==> config.mk <==
export PLATFORM = sky130hd
export DESIGN_NAME = lsu_ctrl
export DESIGN_NICKNAME = d
export VERILOG_FILES = /design/src/rtl/lsu_ctrl.sv
export SDC_FILE = /design/constraint.sdc
export NUM_CORES = 1
export LEC_CHECK = 0
export BUFFER_PORTS_ARGS = -buffer_cell sky130_fd_sc_hd__buf_2
export CAP_MARGIN = 20
export CORE_MARGIN = 2
export CORE_UTILIZATION = 25
export CTS_BUF_LIST = sky130_fd_sc_hd__clkbuf_2 sky130_fd_sc_hd__clkbuf_4 sky130_fd_sc_hd__clkbuf_8
export CTS_CLUSTER_DIAMETER = 30
export DETAILED_ROUTE_END_ITERATION = 8
export GPL_TIMING_DRIVEN = 0
export PLACE_DENSITY = 0.49
export SLEW_MARGIN = 20
export SYNTH_ARGS = -nofsm -noshare
export SYNTH_HDL_FRONTEND = slang
export SYNTH_SLANG_ARGS = --single-unit
==> constraint.sdc <==
create_clock -name clk -period 2.72 [get_ports clk]
set_input_delay 0.272 -clock clk [delete_from_list [all_inputs] [get_ports clk]]
set_output_delay 0.272 -clock clk [all_outputs]
set_load 0.05 [all_outputs]
==> src/rtl/lsu_ctrl.sv <==
// lsu_ctrl: RV32 load/store unit controller. Accepts one request at a time,
// steers store lanes / byte enables onto a single word-wide memory port,
// optionally splits misaligned accesses into two word beats, and returns
// an extended load result with a one-cycle completion pulse.
module lsu_ctrl #(
    parameter int READ_LATENCY   = 1,
    parameter bit MISALIGN_SPLIT = 1'b1
) (
    input  logic        clk,
    input  logic        rst,
    input  logic        req_valid,
    output logic        req_ready,
    input  logic        req_we,
    input  logic [2:0]  req_funct3,
    input  logic [31:0] req_addr,
    input  logic [31:0] req_wdata,
    output logic        mem_en,
    output logic [3:0]  mem_we,
    output logic [31:0] mem_addr,
    output logic [31:0] mem_wdata,
    input  logic [31:0] mem_rdata,
    output logic        resp_valid,
    output logic [31:0] resp_rdata,
    output logic        resp_misaligned,
    output logic        resp_illegal
);

    typedef enum logic [2:0] {
        IDLE, BEAT0, WAIT0, BEAT1, WAIT1, RESP
    } state_t;

    state_t      state_q, state_d;
    logic [2:0]  cnt_q, cnt_d;
    logic [31:0] rd_lo_q, rd_lo_d;
    logic [31:0] rd_hi_q, rd_hi_d;

    // captured request
    logic        we_q;
    logic [2:0]  f3_q;
    logic [1:0]  off_q;
    logic [29:0] base_q;
    logic [63:0] wlanes_q;
    logic [7:0]  wmask_q;
    logic        split_q;
    logic        ill_q;
    logic        mis_q;
    logic        err_q;

    // request decode, evaluated on the incoming fields
    logic       acc;
    logic       ill_c;
    logic       mis_c;
    logic       err_c;
    logic [3:0] size_m;

    assign acc   = req_valid & req_ready;
    assign ill_c = (req_funct3 == 3'b011) || (req_funct3[2:1] == 2'b11) ||
                   (req_we && req_funct3[2]);
    // only legal codes reach here, so funct3[1:0] is the size
    assign mis_c = !ill_c &&
                   ((req_funct3[1:0] == 2'b01 && req_addr[1:0] == 2'b11) ||
                    (req_funct3[1:0] == 2'b10 && req_addr[1:0] != 2'b00));
    assign err_c = ill_c || (mis_c && !MISALIGN_SPLIT);

    // size mask per funct3 width
    always_comb begin
        case (req_funct3[1:0])
            2'b00:   size_m = 4'b0001;
            2'b01:   size_m = 4'b0011;
            default: size_m = 4'b1111;
        endcase
    end

    // load result: {beat1, beat0} shifted down by the byte offset, then extended
    logic [31:0] ld_word;
    logic [31:0] ld_ext;
    assign ld_word = 32'({rd_hi_q, rd_lo_q} >> {off_q, 3'b000});

    always_comb begin
        case (f3_q)
            3'b000:  ld_ext = {{24{ld_word[7]}}, ld_word[7:0]};
            3'b001:  ld_ext = {{16{ld_word[15]}}, ld_word[15:0]};
            3'b100:  ld_ext = {24'b0, ld_word[7:0]};
            3'b101:  ld_ext = {16'b0, ld_word[15:0]};
            default: ld_ext = ld_word;
        endcase
    end

    // state, wait counter and read-data capture registers
    always_ff @(posedge clk) begin
        if (rst) begin
            state_q <= IDLE;
            cnt_q   <= '0;
            rd_lo_q <= '0;
            rd_hi_q <= '0;
        end else begin
            state_q <= state_d;
            cnt_q   <= cnt_d;
            rd_lo_q <= rd_lo_d;
            rd_hi_q <= rd_hi_d;
        end
    end

    // request capture at acceptance; lanes and enables are pre-steered here
    always_ff @(posedge clk) begin
        if (rst) begin
            we_q     <= 1'b0;
            f3_q     <= '0;
            off_q    <= '0;
            base_q   <= '0;
            wlanes_q <= '0;
            wmask_q  <= '0;
            split_q  <= 1'b0;
            ill_q    <= 1'b0;
            mis_q    <= 1'b0;
            err_q    <= 1'b0;
        end else if (acc) begin
            we_q     <= req_we;
            f3_q     <= req_funct3;
            off_q    <= req_addr[1:0];
            base_q   <= req_addr[31:2];
            wlanes_q <= {32'b0, req_wdata} << {req_addr[1:0], 3'b000};
            wmask_q  <= 8'({4'b0, size_m} << req_addr[1:0]);
            split_q  <= mis_c && MISALIGN_SPLIT;
            ill_q    <= ill_c;
            mis_q    <= mis_c;
            err_q    <= err_c;
        end
    end

    // next-state and outputs; memory fields stay 0 outside beat cycles
    always_comb begin
        state_d         = state_q;
        cnt_d           = cnt_q;
        rd_lo_d         = rd_lo_q;
        rd_hi_d         = rd_hi_q;
        req_ready       = 1'b0;
        mem_en          = 1'b0;
        mem_we          = '0;
        mem_addr        = '0;
        mem_wdata       = '0;
        resp_valid      = 1'b0;
        resp_rdata      = '0;
        resp_misaligned = 1'b0;
        resp_illegal    = 1'b0;
        case (state_q)
            IDLE: begin
                req_ready = 1'b1;
                if (req_valid) state_d = err_c ? RESP : BEAT0;
            end
            BEAT0: begin
                mem_en   = 1'b1;
                mem_addr = {base_q, 2'b00};
                if (we_q) begin
                    mem_we    = wmask_q[3:0];
                    mem_wdata = wlanes_q[31:0];
                    state_d   = split_q ? BEAT1 : RESP;
                end else begin
                    cnt_d   = 3'd1;
                    state_d = WAIT0;
                end
            end
            WAIT0: begin
                if (cnt_q == 3'(READ_LATENCY)) begin
                    rd_lo_d = mem_rdata;
                    state_d = split_q ? BEAT1 : RESP;
                end else begin
                    cnt_d = cnt_q + 3'd1;
                end
            end
            BEAT1: begin
                mem_en   = 1'b1;
                mem_addr = {base_q + 30'd1, 2'b00};
                if (we_q) begin
                    mem_we    = wmask_q[7:4];
                    mem_wdata = wlanes_q[63:32];
                    state_d   = RESP;
                end else begin
                    cnt_d   = 3'd1;
                    state_d = WAIT1;
                end
            end
            WAIT1: begin
                if (cnt_q == 3'(READ_LATENCY)) begin
                    rd_hi_d = mem_rdata;
                    state_d = RESP;
                end else begin
                    cnt_d = cnt_q + 3'd1;
                end
            end
            RESP: begin
                resp_valid      = 1'b1;
                resp_illegal    = ill_q;
                resp_misaligned = mis_q && !ill_q && !MISALIGN_SPLIT;
                if (!we_q && !err_q) resp_rdata = ld_ext;
                state_d = IDLE;
            end
            default: state_d = IDLE;
        endcase
        // reset cycles present a quiet, not-ready interface
        if (rst) begin
            req_ready       = 1'b0;
            mem_en          = 1'b0;
            mem_we          = '0;
            mem_addr        = '0;
            mem_wdata       = '0;
            resp_valid      = 1'b0;
            resp_rdata      = '0;
            resp_misaligned = 1'b0;
            resp_illegal    = 1'b0;
        end
    end

endmodule

## Word level (Yosys, flattened, before mapping)

Index checks and enable logic that the tools add are counted.

- Reductions and logical operators: 22
- Equal/unequal tests: 19
- Muxes and demuxes: 34
- Shift-type cells: 3
- $add $sub $neg: 2
- Bitwise operators: 1

Operators with widths:

| cell | count |
|---|---|
| 2-to-1 mux 32 bit | 7 |
| case mux 32 bit (2 select lines) | 2 |
| case mux 32 bit (4 select lines) | 1 |
| << shifter 32 x 5 -> 64 bit | 1 |
| right shift 64 x 5 -> 32 bit | 1 |
| adder 30 x 1 -> 30 bit, second input constant | 1 |
| 2-to-1 mux 3 bit | 8 |
| case mux 4 bit (2 select lines) | 2 |
| case mux 3 bit (5 select lines) | 1 |
| equality test 3 bit, second input constant | 4 |
| 2-to-1 mux 4 bit | 3 |
| inequality test 2 bit, second input constant | 5 |
| equality test 3 x 1 -> 1 bit, second input constant | 3 |
| equality test 3 x 2 -> 1 bit, second input constant | 3 |
| 2-to-1 mux 1 bit | 9 |
| << shifter 4 x 2 -> 8 bit | 1 |
| equality test 2 bit, second input constant | 3 |
| logical NOT 3 bit | 2 |
| case mux 3 bit (2 select lines) | 1 |
| AND reduction 3 bit | 2 |
| logical AND 1 bit | 5 |
| AND reduction 2 bit | 2 |
| nonzero test 2 bit | 2 |
| OR reduction 2 bit | 2 |
| other kinds (6) | 10 |

- Output and inout bits: 105
- Bits in registers: 180
- Word-level logic and storage cells: 93
- Input bits: 103

## Logic depth before layout (Yosys ltp)

- Word-level depth: 6
- Mapped depth: 8
- Depth with buffers taken out: 7

## Worst setup path after synthesis

Ideal clock, no wire load.

- Kind: reg2reg
- Start: reg state_q[0]
- End: reg off_q[0]
- Required time: 2.607 ns
- Path buffers: 3
- Clock period less this slack: 3.330 ns
- Cell stages (with the launch flop): 8
- Library setup time: 0.113 ns
- Data arrival time: 3.217 ns
- Slack: -0.610 ns
- Cells stage by stage: dfxtp_1 > clkbuf_1 > nor4_1 > nand2_1 > clkbuf_1 > clkbuf_1 > nand3b_1 > nand2_1

- Word-level cells in the longest chain between the ends: 4

RTL lines:

| element | RTL line | RTL |
|---|---|---|
| from (decl) | 32 | `state_t state_q, state_d;` |
| from (signal assigned) | 97 | `state_q <= state_d;` |
| logical NOT 3 bit | 146 | `case (state_q)` |
| 2-to-1 mux 1 bit | 146 |  |
| 2-to-1 mux 1 bit | 201 | `if (rst) begin` |
| named net req_ready | 12 | `output logic req_ready,` |
| AND 1 bit | 56 | `assign acc = req_valid & req_ready;` |
| to (signal assigned) | 120 | `off_q <= req_addr[1:0];` |
| to (decl) | 40 | `logic [1:0] off_q;` |

The timed path passes the listed nets, and every way through them passes these cells.
A chain may end at the register's enable or synchronous reset.

## Final worst setup path

- Start: reg base_q[7]
- End: out mem_addr[26]

- Word-level cells in the longest chain between the ends: 3

RTL lines:

| element | RTL line | RTL |
|---|---|---|
| from (decl) | 41 | `logic [29:0] base_q;` |
| from (signal assigned) | 121 | `base_q <= req_addr[31:2];` |
| adder 30 x 1 -> 30 bit | 173 | `mem_addr = {base_q + 30'd1, 2'b00};` |
| case mux 32 bit (2 select lines) | 146 |  |
| 2-to-1 mux 32 bit | 201 |  |
| to (decl) | 19 | `output logic [31:0] mem_addr,` |

No other way between the ends.

==> reports/metrics.cfg <==
[place]
place_inst=1796
portBuffers=202
post_dp_cell_area_sq_um=10400
dp_slack_ps=-626
gp_congestion=0.873
post-dp-hpwl_mm=25.9

[clock_network]
clk_pin_slew_ps=100
worstSkewPairLatency_ps=460
cts_htree_levels=4
cts_sinks=163
cts_buffer_depth=2
clockRootBuffer=clkbuf_8
tritoncts=yes
cts-buffers-inserted=17

[die]
rows=68
start_util_pct=25.3
io_pins=208
die-area_sq_um=36300
die_w_um=191
coreArea_sq_um=34500
dieHeight_um=191

[status]
violations=setup timing
status=finished with violations

[logic_synthesis]
synth-seq-cells=163
avgSynthCellArea_sq_um=7.66
mappedNetlistArea_sq_um=8710
synth_edf_count=0
synthDistinctLibCells=47
yosysSeqAreaShare_pct=37.5
synth_top_flop_cell=dfxtp_1
yosys_warnings=0
async_flop_share_pct=0
synth_cells=1137

[global_route]
grt_pass1_wl_mm=51.1
grt_usage_pct=18.4
antenna_found_initial=0
grt_max_degree=17
grt_overflow=0
grt_pass1_vias=8925

[sta]
hold_violations=0
rsz0062_at_grt=yes
setup_tns_ps=-1890
fmax_ghz=0.337
fin_ws_ps=-248
period_needed_ps=2970
finClkSkew_ps=13.9
slew_headroom_pct=48.5
setup_viol=9
post-route-period-util_pct=109
finalMaxSlewViolations=0
whs_ps=26.2
worst_slew_pin_slew_ps=769

[cells_and_area]
n_antenna_cell=0
final_layout_size_suffix_gt1_share_pct=28.1
regArea_sq_um=3290
final_cell_mix=283 x nand2_1, 163 x buf_2, 150 x dfxtp_1
nNetsFinal=1508
multiInputGateArea_sq_um=5350
nFillCells=3718
post-route-cell-area_sq_um=11700
syn_to_final_growth_pct=34.2
final_common_cell=nand2_1
final_util_pct=33.9
instances_no_fill=1869

[critical_path]
reg2reg_depth=7
cp-end-kind=primary output
crit_fanout=6
timing_worst_setup_path_type=reg2out
worstPathArrival_ps=2700
startpoint_type=flop
critPathRequiredTime_ps=2450

[worst_hold_path]
whs_path_depth=3
hold_class=in2reg

[route]
drc=0
drt-initial-drc-count=672
avgRoutedWirePerCell_um=18.2
drt-vias-per-instance=4.90
ant_nets=0
finalWirelength_mm=34.0
drt_pass1_iterations=6
dr_total_vias=9156

[pwr]
max-vdd-ir-drop_mv=0.301
finalPower_mw=6.59
p_leak_nw=4.48
p_per_area_nw_per_um2=563

[flow_run]
drv_cap=0

-- cells in the mapped netlist (all sizes together), types with 2 or more instances --
library cell / number / share of area [%]
nor3: 33 / 1.9
a221oi: 8 / 0.80
mux2: 19 / 2.5
or4: 2 / 0.17
xor2: 12 / 1.2
dfxtp: 163 / 37
or2: 2 / 0.14
inv: 10 / 0.43
nand4: 12 / 0.93
xnor2: 9 / 0.91
a211oi: 12 / 1.0
nand3b: 33 / 2.8
mux4: 28 / 7.2
and2: 4 / 0.29
nand2b: 3 / 0.22
nor2b: 3 / 0.22
nand3: 33 / 1.9
nor2: 108 / 4.7
ha: 3 / 0.43
a21oi: 132 / 7.6
a22oi: 28 / 2.4
or3: 14 / 1.0
clkbuf: 87 / 3.9
buf: 15 / 0.80
nor4: 4 / 0.29
nand2: 284 / 12
o211ai: 9 / 0.78
and3: 19 / 1.4
o21ai: 14 / 0.80
o31ai: 4 / 0.34
mux2i: 20 / 2.3
-- what timing repair did --
item                                   in CTS  in global routing
setup endpoints to repair                  98                105
endpoints found under the hold margin      25                  0
hold buffers                               25                  0
pin swaps                                  22                 12
gates cloned                                2                  0
setup buffers                              17                  5
resized for setup                         121                 73
-- final timing paths --
check	start	end	slack [ps]
hold / removal	req_addr[18]	base_q[16]	30
setup / recovery	base_q[7]	mem_addr[26]	-250
hold reg to reg	wlanes_q[5]	wlanes_q[5]	460
setup reg to reg	state_q[1]	err_q	280
-- kinds of logic (layout without fill, tap and decap cells) --
kind of cell	Yosys count	after routing	synth area share (%)
AO/OA/AOI/OAI	214	214	14.4
XOR/XNOR	21	21	2.11
adder cells (fa/ha/maj)	3	3	0.431
buffers and inverters	112	385	5.14
flip-flops	163	163	37.5
multiplexers	67	67	12.0
other	1	3	0.0431
AND/OR/NAND/NOR	556	558	28.4
-- routing by layer --
| layer | GRT usage [%] | vias to the layer above | wire length (um) |
|---|---|---|---|
| li1 | - | 4467 | - |
| met1 | 25.0 | 4352 | 15800 |
| met2 | 30.6 | 297 | 15800 |
| met3 | 2.87 | 40 | 1900 |
| met4 | 4.50 | 0 | 548 |
| met5 | 0 | - | 0 |
-- flip-flops by register name (all words and copies together) (netlist names) --
register and cells:
off_q 2, cnt_q 3, err_q 1, rd_lo_q 32, wmask_q 7, wlanes_q 56, f3_q 3, we_q 1
base_q 30, rd_hi_q 24, split_q 1, state_q 3
-- area by class of cell --
cell class                 count  share of cell area, %
clock inverter                14                   1.20
inverter                      10                  0.321
sequential                   163                   28.1
timing repair buffer         249                   13.8
multi-input combinational    866                   45.8
clock buffer                  17                   2.00
tap                          455                   4.87
buffer                        95                   3.93
-- critical path: stages (launching register included) --
cell and delay [ps]:
dfxtp_2 350, nand4_1 170, or4_4 570, or3_4 460, or3_4 390, a21oi_4 130
buf_6 180
-- power by group --
part / internal (mW) / switching, mW / total (mW) / leakage (nW)
logic: 0.670 / 1.22 / 1.89 / 2.96
clock network: 0.751 / 1.04 / 1.79 / 0.192
registers: 2.66 / 0.246 / 2.91 / 1.33
total: 4.08 / 2.51 / 6.59 / 4.48
Power figures use the tool's default switching activity.
